File: config.mk
export PLATFORM = sky130hd
export DESIGN_NAME = cursor_spi_tx
export DESIGN_NICKNAME = d
export VERILOG_FILES = /design/src/rtl/cursor_spi_tx.sv
export SDC_FILE = /design/constraint.sdc
export NUM_CORES = 1
export LEC_CHECK = 0
export ABC_AREA = 1
export CELL_PAD_IN_SITES_DETAIL_PLACEMENT = 1
export CELL_PAD_IN_SITES_GLOBAL_PLACEMENT = 2
export CORE_MARGIN = 4
export CORE_UTILIZATION = 25
export DETAILED_ROUTE_END_ITERATION = 16
export GPL_TIMING_DRIVEN = 0
export PLACE_DENSITY_LB_ADDON = 0.1
export SETUP_SLACK_MARGIN = 0.05
export SYNTH_ARGS = -nofsm -noshare
export SYNTH_HDL_FRONTEND = slang
export SYNTH_SLANG_ARGS = --single-unit
export TNS_END_PERCENT = 50
File: constraint.sdc
create_clock -name clk -period 3.82 [get_ports clk]
set_clock_uncertainty 0.05 [all_clocks]
set_input_delay 0.955 -clock clk [delete_from_list [all_inputs] [get_ports clk]]
set_output_delay 0.955 -clock clk [all_outputs]
set_load 0.1 [all_outputs]
File: src/rtl/cursor_spi_tx.sv
// SPI mode-0 master that sends {xcursor, ycursor} as one MSB-first frame.
// Define CURSOR_SPI_CS_EN to drive an active-low frame select on cs_b.
module cursor_spi_tx #(
   parameter int unsigned CLK_DIV = 4,
   parameter int unsigned WORD_W  = 16
) (
   input  logic              clk,
   input  logic              reset_b,
   input  logic              start,
   input  logic [WORD_W-1:0] xcursor,
   input  logic [WORD_W-1:0] ycursor,
   output logic              sclk,
   output logic              sdo,
   output logic              cs_b,
   output logic              busy,
   output logic              done
);

   localparam int unsigned FRAME_W = 2 * WORD_W;
   localparam int unsigned CNT_W   = $clog2(CLK_DIV) + 1;
   localparam int unsigned BIT_W   = $clog2(FRAME_W) + 1;

   typedef enum logic [2:0] {
      S_IDLE,
      S_LEAD,
      S_SHIFT_HI,
      S_SHIFT_LO,
      S_TRAIL
   } state_t;

   state_t             r_state, w_state_nxt;
   logic [CNT_W-1:0]   r_cnt, w_cnt_nxt;
   logic [BIT_W-1:0]   r_bit_cnt, w_bit_cnt_nxt;
   logic [FRAME_W-1:0] r_shift, w_shift_nxt;
   logic               r_sclk, w_sclk_nxt;
   logic               r_sdo, w_sdo_nxt;
   logic               r_busy, w_busy_nxt;
   logic               r_done, w_done_nxt;
   logic               r_cs_b, w_cs_b_nxt;
   logic               w_half_end;

   assign w_half_end = (r_cnt == CNT_W'(CLK_DIV - 1));

   // Next-state and next-output logic; every phase lasts exactly one half-period.
   always_comb begin
      w_state_nxt   = r_state;
      w_cnt_nxt     = w_half_end ? '0 : r_cnt + CNT_W'(1);
      w_bit_cnt_nxt = r_bit_cnt;
      w_shift_nxt   = r_shift;
      w_sclk_nxt    = r_sclk;
      w_sdo_nxt     = r_sdo;
      w_busy_nxt    = r_busy;
      w_done_nxt    = 1'b0;
      w_cs_b_nxt    = r_cs_b;
      case (r_state)
         S_IDLE: begin
            w_cnt_nxt = '0;
            if (start && !r_busy) begin
               w_state_nxt   = S_LEAD;
               w_shift_nxt   = {xcursor, ycursor};
               w_bit_cnt_nxt = '0;
               w_sdo_nxt     = xcursor[WORD_W-1];
               w_sclk_nxt    = 1'b0;
               w_busy_nxt    = 1'b1;
               w_cs_b_nxt    = 1'b0;
            end
         end
         S_LEAD: begin
            if (w_half_end) begin
               w_state_nxt = S_SHIFT_HI;
               w_sclk_nxt  = 1'b1;
            end
         end
         S_SHIFT_HI: begin
            if (w_half_end) begin
               w_state_nxt   = S_SHIFT_LO;
               w_sclk_nxt    = 1'b0;
               w_shift_nxt   = {r_shift[FRAME_W-2:0], 1'b0};
               w_sdo_nxt     = r_shift[FRAME_W-2];
               w_bit_cnt_nxt = r_bit_cnt + BIT_W'(1);
            end
         end
         S_SHIFT_LO: begin
            if (w_half_end) begin
               if (r_bit_cnt == BIT_W'(FRAME_W)) begin
                  w_state_nxt = S_TRAIL;
                  w_sdo_nxt   = 1'b0;
               end else begin
                  w_state_nxt = S_SHIFT_HI;
                  w_sclk_nxt  = 1'b1;
               end
            end
         end
         S_TRAIL: begin
            if (w_half_end) begin
               w_state_nxt = S_IDLE;
               w_busy_nxt  = 1'b0;
               w_done_nxt  = 1'b1;
               w_cs_b_nxt  = 1'b1;
            end
         end
         default: begin
            w_state_nxt = S_IDLE;
            w_busy_nxt  = 1'b0;
            w_sclk_nxt  = 1'b0;
            w_sdo_nxt   = 1'b0;
            w_cs_b_nxt  = 1'b1;
         end
      endcase
   end

   always_ff @(posedge clk or negedge reset_b) begin
      if (!reset_b) begin
         r_state   <= S_IDLE;
         r_cnt     <= '0;
         r_bit_cnt <= '0;
         r_shift   <= '0;
         r_sclk    <= 1'b0;
         r_sdo     <= 1'b0;
         r_busy    <= 1'b0;
         r_done    <= 1'b0;
      end else begin
         r_state   <= w_state_nxt;
         r_cnt     <= w_cnt_nxt;
         r_bit_cnt <= w_bit_cnt_nxt;
         r_shift   <= w_shift_nxt;
         r_sclk    <= w_sclk_nxt;
         r_sdo     <= w_sdo_nxt;
         r_busy    <= w_busy_nxt;
         r_done    <= w_done_nxt;
      end
   end

`ifdef CURSOR_SPI_CS_EN
   always_ff @(posedge clk or negedge reset_b) begin
      if (!reset_b) r_cs_b <= 1'b1;
      else          r_cs_b <= w_cs_b_nxt;
   end
   assign cs_b = r_cs_b;
`else
   // Receiver frames on the clock count alone, so select is held inactive.
   assign r_cs_b = 1'b1;
   assign cs_b   = 1'b1;
`endif

   assign sclk = r_sclk;
   assign sdo  = r_sdo;
   assign busy = r_busy;
   assign done = r_done;

endmodule

# == Word level (Yosys, flattened, before mapping) ==
# Index checks and enable logic that the tools add are counted.
# totals
mem_bits_ro,0
n_memories,0
wordCells,67
mem_bits_rw,0
latchBits,0
register_bits,47
out_inout_bits,5
inputBits,35
# classes
bitwise_logic,3
n_addsub,2
mux,30
div_mod_pow,0
order_cmp,0
reduce_logical,11
shift,0
n_eq_ne,13
multipliers,0
# ops
operator,n
31-bit 2-to-1 mux,2
31-bit case mux with 2 select lines,1
3-bit 2-to-1 mux,8
3-bit case mux with 5 select lines,1
2-bit inequality test (second input constant),7
1-bit 2-to-1 mux,12
6-bit 2-to-1 mux,2
6-bit case mux with 2 select lines,1
5-bit AND reduction,2
3-bit by 2-bit == test with 1-bit output (second input constant),3
6-bit by 1-bit adder with 6-bit output (second input constant),1
6-bit == test (second input constant),1
3-bit AND reduction,2
6-bit AND reduction,1
1-bit case mux with 5 select lines,1
1-bit case mux with 4 select lines,1
3-bit by 1-bit adder with 3-bit output (second input constant),1
3-bit by 1-bit == test with 1-bit output (second input constant),1
3-bit == test (second input constant),1
3-bit zero test,1
1-bit NOT,3
1-bit case mux with 3 select lines,1
3-bit OR reduction,1
2-bit nonzero test,1
3 further kinds,3

# == Logic depth before layout (Yosys ltp) ==
# Gate-level depths: netlist of the first run.
# depth
ltp_word,4
ltp_mapped,10
mapped_depth_nobuf,10

# == Worst setup path before layout of the first run ==
# OpenSTA, ideal clock, no wires.
# synth_timing
kind,reg2out
start,reg r_busy (netlist: busy)
end,out busy
arrival_ns,0.912
path_stages_with_launch,1
required_ns,2.815
slack_ns,1.903
path_buffers,0
cell_sequence,dfrtp_1
# synth_lines
item,line,source
"start, declared",37,"logic r_busy, w_busy_nxt;"
"start signal, assigned",129,r_busy <= w_busy_nxt;
"end, declared",15,"output logic busy,"
# No word-level cell between the ends.

# == Worst setup path in the final report of the first run ==
# layout_timing
start,reg r_busy (netlist: busy)
end,out busy
# No word-level cell between the ends.

==> flow_metrics.env, run 1 <==
export IMPL_status="finished clean"
export IMPL_cp_depth=1
export IMPL_tightest_slew_ns=0.968
export IMPL_hold_viol_final=0
export IMPL_fin_crit_sh_pct=74.3
export IMPL_relSlewSlack_pct=35.2
export IMPL_detailed_place_hpwl_mm=4.77
export IMPL_netlist_area_um2=2560
export IMPL_r2r_end="r_shift[12]$_DFFE_PN0P_"
export IMPL_cts_setup_buffers=0
export IMPL_rows=36
export IMPL_clock_latency_ns=0.30
export IMPL_dpl_cell_area_um2=3120
export IMPL_endpoint="busy"
export IMPL_reg2reg_from="r_cnt[0]$_DFF_PN0_"
export IMPL_finalPower_w=0.00245
export IMPL_hold_buffers=0
export IMPL_dieWidth_um=109
export IMPL_cp_arrival_ns=1.83
export IMPL_hold_path_class="flop to flop"
export IMPL_startpoint="busy$_DFFE_PN0P_"
export IMPL_yosysTopAreaCell="dfrtp_1"
export IMPL_areaGrowthSynthToFinish_pct=25.3
export IMPL_portBuffers=38
export IMPL_yosysTopAreaCellShare_pct=46.0
export IMPL_maxSlewViolCount=0
export IMPL_htree_levels=2
export IMPL_ir_drop_mv=0.289
export IMPL_final_nets=403
export IMPL_cp_end_kind="output port"
export IMPL_syn_inst=319
export IMPL_syn_avg_cell_area_um2=8.02
export IMPL_drc=0
export IMPL_maxCapViolCount=0
export IMPL_grt_setup_unrepaired="false"
export IMPL_slowest_stage="clkdlybuf4s50_1"
export IMPL_cts_root_buf="clkbuf_8"
export IMPL_pin_count=40
export IMPL_vias=2131
export IMPL_routed_wl_mm=6.51
export IMPL_path_class="flop to output port"
export IMPL_p_per_area_nw_per_um2=763
export IMPL_cts_buffer_depth=2
export IMPL_avgViaCountPerCell=4.27
export IMPL_cts_sinks=47
export IMPL_startpoint_type="flop"
export IMPL_crit_family="buffers and inverters"
export IMPL_reg2reg_slack_ns=2.09
export IMPL_ant_nets=0
export IMPL_period_needed_ns=2.84
export IMPL_grt_total_usage_pct=12.0
export IMPL_clk_pin_slew_ns=0.09
export IMPL_firstDrtPassIters=4
export IMPL_cp_cell_sequence="clkdlybuf4s50_1"
export IMPL_die_area_um2=11900
export IMPL_synth_warnings=0
export IMPL_n_antenna_cell=0
export IMPL_ys_ff_latch=47
export IMPL_grt_pass1_wl_mm=11.2
export IMPL_drtIter0Drc=55
export IMPL_yosysSeqAreaShare_pct=46.0
export IMPL_wire_per_inst_um=13.0
export IMPL_worstPathRequired_ns=2.81
export IMPL_cpPeakStageDelay_ns=1.15
export IMPL_core_area_um2=9860
export IMPL_synth_nets=357
export IMPL_setup_viol=0
export IMPL_cts_repair_resized=0
export IMPL_critPathBufInv=1
export IMPL_grt_max_degree=36
export IMPL_grt_overflow_total=0
export IMPL_first_global_vias=2233
export IMPL_antenna_found_initial=0
export IMPL_drive_above_1_share_pct=16.1
export IMPL_r2r_cells=9
export IMPL_cp_max_fo=3
export IMPL_design_area_um2=3200
export IMPL_ys_types=24
export IMPL_tns_ns=0
export IMPL_clock_fmax_mhz=352
export IMPL_place_congestion=0.698
export IMPL_synth_area_leaders="dfrtp_1, nand2_1, o21ai_2"
export IMPL_p_leak_nw=1.50
export IMPL_numCtsBuffers=5
export IMPL_die_h_um=109
export IMPL_start_util_pct=25.9
export IMPL_cts_tree="done"
==> state kept, by name, summed over array words and instances, names as in the netlist <==
name       flops
r_shift       31
busy           1
r_cnt          3
sdo            1
sclk           1
r_bit_cnt      6
done           1
r_state        3
==> synth_stat cells (all sizes together) <==
cell    count
nor3        3
nand3      17
inv        46
o21bai      1
dfrtp      47
xor2        2
conb        1
or2         1
buf        15
nor2       15
o21ai      67
nand2     100
ha          3
a21boi      1
==> stage by stage <==
step	util (%)	hold slack, ns	worst slack (ns)	cells
3_3_place_gp	31.5	0.390	0.0908	490
5_1_grt	32.5	0.434	0.917	499
4_1_cts	32.5	0.411	0.957	499
6_report	32.5	0.407	0.980	499
3_5_place_dp	31.6	0.398	1.30	491
2_1_floorplan	-	0.369	1.90	319
==> cell usage in the layout (no fill, tap or decap), drive strengths merged, types with 2 or more instances in the layout <==
cell and count:
xor2 2, inv 46, nand2 100, nand3 17
ha 3, nor2 15, nor3 3, dfrtp 47
clkbuf 6, clkdlybuf4s50 37, o21ai 67, buf 17
==> power by group <==
part           internal (W)  switching [W]  leakage (nW)
registers          0.000705      0.0000947         0.598
clock network      0.000129       0.000182        0.0412
logic              0.000494       0.000842         0.859
total               0.00133        0.00112          1.50
==> cell type report <==
type                       instances  area (um2)
clock buffer                       6        72.6
sequential                        47        1180
timing repair buffer              39         395
clock inverter                     2        12.5
fill                            1178        6660
multi-input combinational        211        1080
inverter                          46         173
buffer                            15         133
tap                              133         166
==> per-layer routing <==
metal	global-route usage (%)	part of all wire, %	vias up	wire length [um]
met2	19.6	48	28	3100
li1	-	-	1085	-
met4	2.98	0.94	0	61
met3	2.37	3.2	4	211
met1	16.4	48	1014	3140
met5	0	0	-	0
==> worst min path at each step <==
stage,start,to,slack [ns],cells past startpoint
6_report,r_cnt[0]$_DFF_PN0_,r_cnt[0]$_DFF_PN0_,0.41,1
5_1_grt,r_cnt[0]$_DFF_PN0_,r_cnt[0]$_DFF_PN0_,0.43,1
4_1_cts,r_cnt[0]$_DFF_PN0_,r_cnt[0]$_DFF_PN0_,0.41,1
3_5_place_dp,r_cnt[0]$_DFF_PN0_,r_cnt[0]$_DFF_PN0_,0.40,1
3_3_place_gp,r_cnt[0]$_DFF_PN0_,r_cnt[0]$_DFF_PN0_,0.39,1
2_1_floorplan,r_cnt[0]$_DFF_PN0_,r_cnt[0]$_DFF_PN0_,0.37,1
==> kinds of logic after synthesis <==
family | count (synthesis) | synth area share (%)
DFF | 47 | 46.0
AOI/OAI and AO/OA | 69 | 17.5
adders and majority gates | 3 | 1.47
buffers and inverters | 61 | 11.9
xor gates and xnor gates | 2 | 0.685
other | 1 | 0.147
and+or+nand+nor | 136 | 22.3
No activity file was read; power rests on OpenSTA's default activity.
==> run 2: changes to the inputs <==
==> constraint.sdc (replaced) <==
create_clock -name clk -period 2.35 [get_ports clk]
set_clock_uncertainty 0.05 [all_clocks]
set_input_delay 0.5875 -clock clk [delete_from_list [all_inputs] [get_ports clk]]
set_output_delay 0.5875 -clock clk [all_outputs]
set_load 0.1 [all_outputs]
==> run 2 against run 1 <==
  * Critical path type unchanged
  * Wire length shrank 0.20%
  * Cell count is the same
  * Setup slack lost 0.82 ns
  * Largest power group unchanged
  * Critical path depth is the same
  * Design area shrank 0.16%
  * Die area is the same
  * Count of clock-buffer cells in the layout is the same
  * Clock power grew 62%
==> flow_metrics.env, run 2 (synthesis results as in run 1) <==
export IMPL_cts_buffer_depth=2
export IMPL_slowest_stage="dlygate4sd2_1"
export IMPL_setup_viol=0
export IMPL_cp_arrival_ns=1.55
export IMPL_ant_nets=0
export IMPL_dieWidth_um=109
export IMPL_p_sw_w=0.00181
export IMPL_numCtsBuffers=5
export IMPL_fin_crit_sh_pct=93.2
export IMPL_cp_max_fo=3
export IMPL_clk_pin_slew_ns=0.10
export IMPL_cts_tree="done"
export IMPL_cts_sinks=47
export IMPL_drc=0
export IMPL_areaGrowthSynthToFinish_pct=25.1
export IMPL_p_per_area_nw_per_um2=1240
export IMPL_antenna_found_initial=0
export IMPL_core_area_um2=9860
export IMPL_largest_reg_flops=31
export IMPL_grt_total_usage_pct=12.0
export IMPL_relSlewSlack_pct=36.4
export IMPL_cts_setup_buffers=0
export IMPL_pin_count=40
export IMPL_place_congestion=0.698
export IMPL_startpoint="busy$_DFFE_PN0P_"
export IMPL_start_util_pct=25.9
export IMPL_grt_max_degree=36
export IMPL_path_class="flop to output port"
export IMPL_hold_viol_final=0
export IMPL_maxSlewViolCount=0
export IMPL_p_int_w=0.00215
export IMPL_grt_pass1_wl_mm=11.2
export IMPL_p_sw_share_pct=45.8
export IMPL_grt_overflow_total=0
export IMPL_hold_buffers=0
export IMPL_die_area_um2=11900
export IMPL_top_regs="r_shift: 31 flops, r_bit_cnt: 6 flops"
export IMPL_pwr_share_clk_pct=12.7
export IMPL_htree_levels=2
export IMPL_reg2reg_from="r_cnt[0]$_DFF_PN0_"
export IMPL_p_leak_nw=1.51
export IMPL_worstPathRequired_ns=1.71
export IMPL_cpPeakStageDelay_ns=0.87
export IMPL_layout_commonest_cell="nand2_1"
export IMPL_routed_wl_mm=6.50
export IMPL_final_cell_mix="nand2_1, dfrtp_1, inv_1, clkdlybuf4s50_1, o21ai_2"
export IMPL_p_seq_share_pct=32.8
export IMPL_avgViaCountPerCell=4.27
export IMPL_reg2reg_slack_ns=0.62
export IMPL_period_needed_ns=2.19
export IMPL_firstDrtPassIters=4
export IMPL_startpoint_type="flop"
export IMPL_fin_util_pct=32.4
export IMPL_n_antenna_cell=0
export IMPL_drtIter0Drc=57
export IMPL_regMostFlops="r_shift"
export IMPL_rows=36
export IMPL_final_nets=403
export IMPL_dpl_cell_area_um2=3120
export IMPL_finalPower_w=0.00396
export IMPL_first_global_vias=2233
export IMPL_die_h_um=109
export IMPL_cp_cell_sequence="dlygate4sd2_1"
export IMPL_portBuffers=38
export IMPL_detailed_place_hpwl_mm=4.77
export IMPL_hold_path_class="input pin to async pin"
export IMPL_crit_family="buffers and inverters"
export IMPL_grt_setup_unrepaired="false"
export IMPL_clock_latency_ns=0.30
export IMPL_design_area_um2=3200
export IMPL_maxCapViolCount=0
export IMPL_cp_end_kind="output port"
export IMPL_tightest_slew_ns=0.958
export IMPL_critPathBufInv=1
export IMPL_cts_root_buf="clkbuf_8"
export IMPL_clock_fmax_mhz=457
export IMPL_status="finished clean"
export IMPL_wire_per_inst_um=13.0
export IMPL_vias=2129
export IMPL_drive_above_1_share_pct=16.1
export IMPL_pwr_share_comb_pct=54.5
export IMPL_ir_drop_mv=0.448
==> run 2: power groups by stage <==
stage | logic, W | clock network, W | registers (W)
after floorplan | 0.00155 | 0 | 0.00142
after global placement | 0.00221 | 0 | 0.00131
after detailed placement | 0.00223 | 0 | 0.00133
after CTS | 0.00223 | 0.000530 | 0.00131
after global routing | 0.00248 | 0.000561 | 0.00135
final | 0.00216 | 0.000503 | 0.00130
==> run 2: metrics by stage <==
step,instances,worst slack [ns],TNS (ns),hold WS [ns]
after detailed placement,491,0.199,0,0.398
final,499,0.160,0,0.136
after CTS,499,0.136,0,0.137
after global routing,499,0.0978,0,0.147
after global placement,490,-1.01,-47.31,0.390
after floorplan,319,0.493,0,0.242
==> run 2: path summary, 6_finish.rpt <==
check	to	cells past startpoint
worst max-delay path	busy	1
worst min-delay path	r_shift[12]$_DFFE_PN0P_	1
worst max register to register	r_shift[12]$_DFFE_PN0P_	9
worst min register to register	r_cnt[0]$_DFF_PN0_	1
max in group asynchronous	r_state[1]$_DFFE_PN0P_	2
min in group clk	r_cnt[0]$_DFF_PN0_	1
==> run 2: metal layers <==
metal / vias to the layer above / wire (um) / track usage [%]
li1: 1085 / - / -
met2: 28 / 3090 / 19.6
met1: 1012 / 3130 / 16.4
met3: 4 / 207 / 2.37
met5: - / 0 / 0
met4: 0 / 61 / 2.98
==> run 2: what timing repair did <==
item                                   4_1_cts  5_1_grt
setup endpoints to repair                    4        0
endpoints found under the hold margin        0        0
resized for setup                            4        0
==> run 2: area by class of cell <==
class	count	area (um2)
clock inverters	2	12.5
repair buffers	39	390
fillers	1182	6670
plain buffers	15	133
inverters	46	173
multi-input cells	211	1080
clock buffers	6	72.6
flip-flops and latches	47	1180
well taps	133	166
==> run 2: worst register-to-register path, delay by kind of cell (launching register included) <==
| kind | cells | cell delay, ns |
|---|---|---|
| AOI/OAI and AO/OA | 1 | 0.05 |
| and+or+nand+nor | 4 | 0.50 |
| DFF | 1 | 0.40 |
| adders and majority gates | 1 | 0.22 |
| buffers and inverters | 3 | 0.42 |
==> run 3: changes to the inputs <==
==> constraint.sdc (replaced) <==
create_clock -name clk -period 2.8 [get_ports clk]
set_clock_uncertainty 0.05 [all_clocks]
set_input_delay 0.7 -clock clk [delete_from_list [all_inputs] [get_ports clk]]
set_output_delay 0.7 -clock clk [all_outputs]
set_load 0.1 [all_outputs]
==> results of run 3 <==
Same layout as run 1 (identical final DEF). Status: finished clean.
Among the figures that moved: setup slack after placement 1.30 ns -> 0.537 ns; clock-pin slew on the worst setup and hold paths 0.09 ns -> 0.10 ns; setup slack after layout 0.980 ns -> 0.215 ns; hold slack 0.407 ns -> 0.249 ns; register-to-register setup slack 2.09 ns -> 1.07 ns; total power 0.00245 W -> 0.00334 W; worst IR drop on VDD 0.289 mV -> 0.394 mV
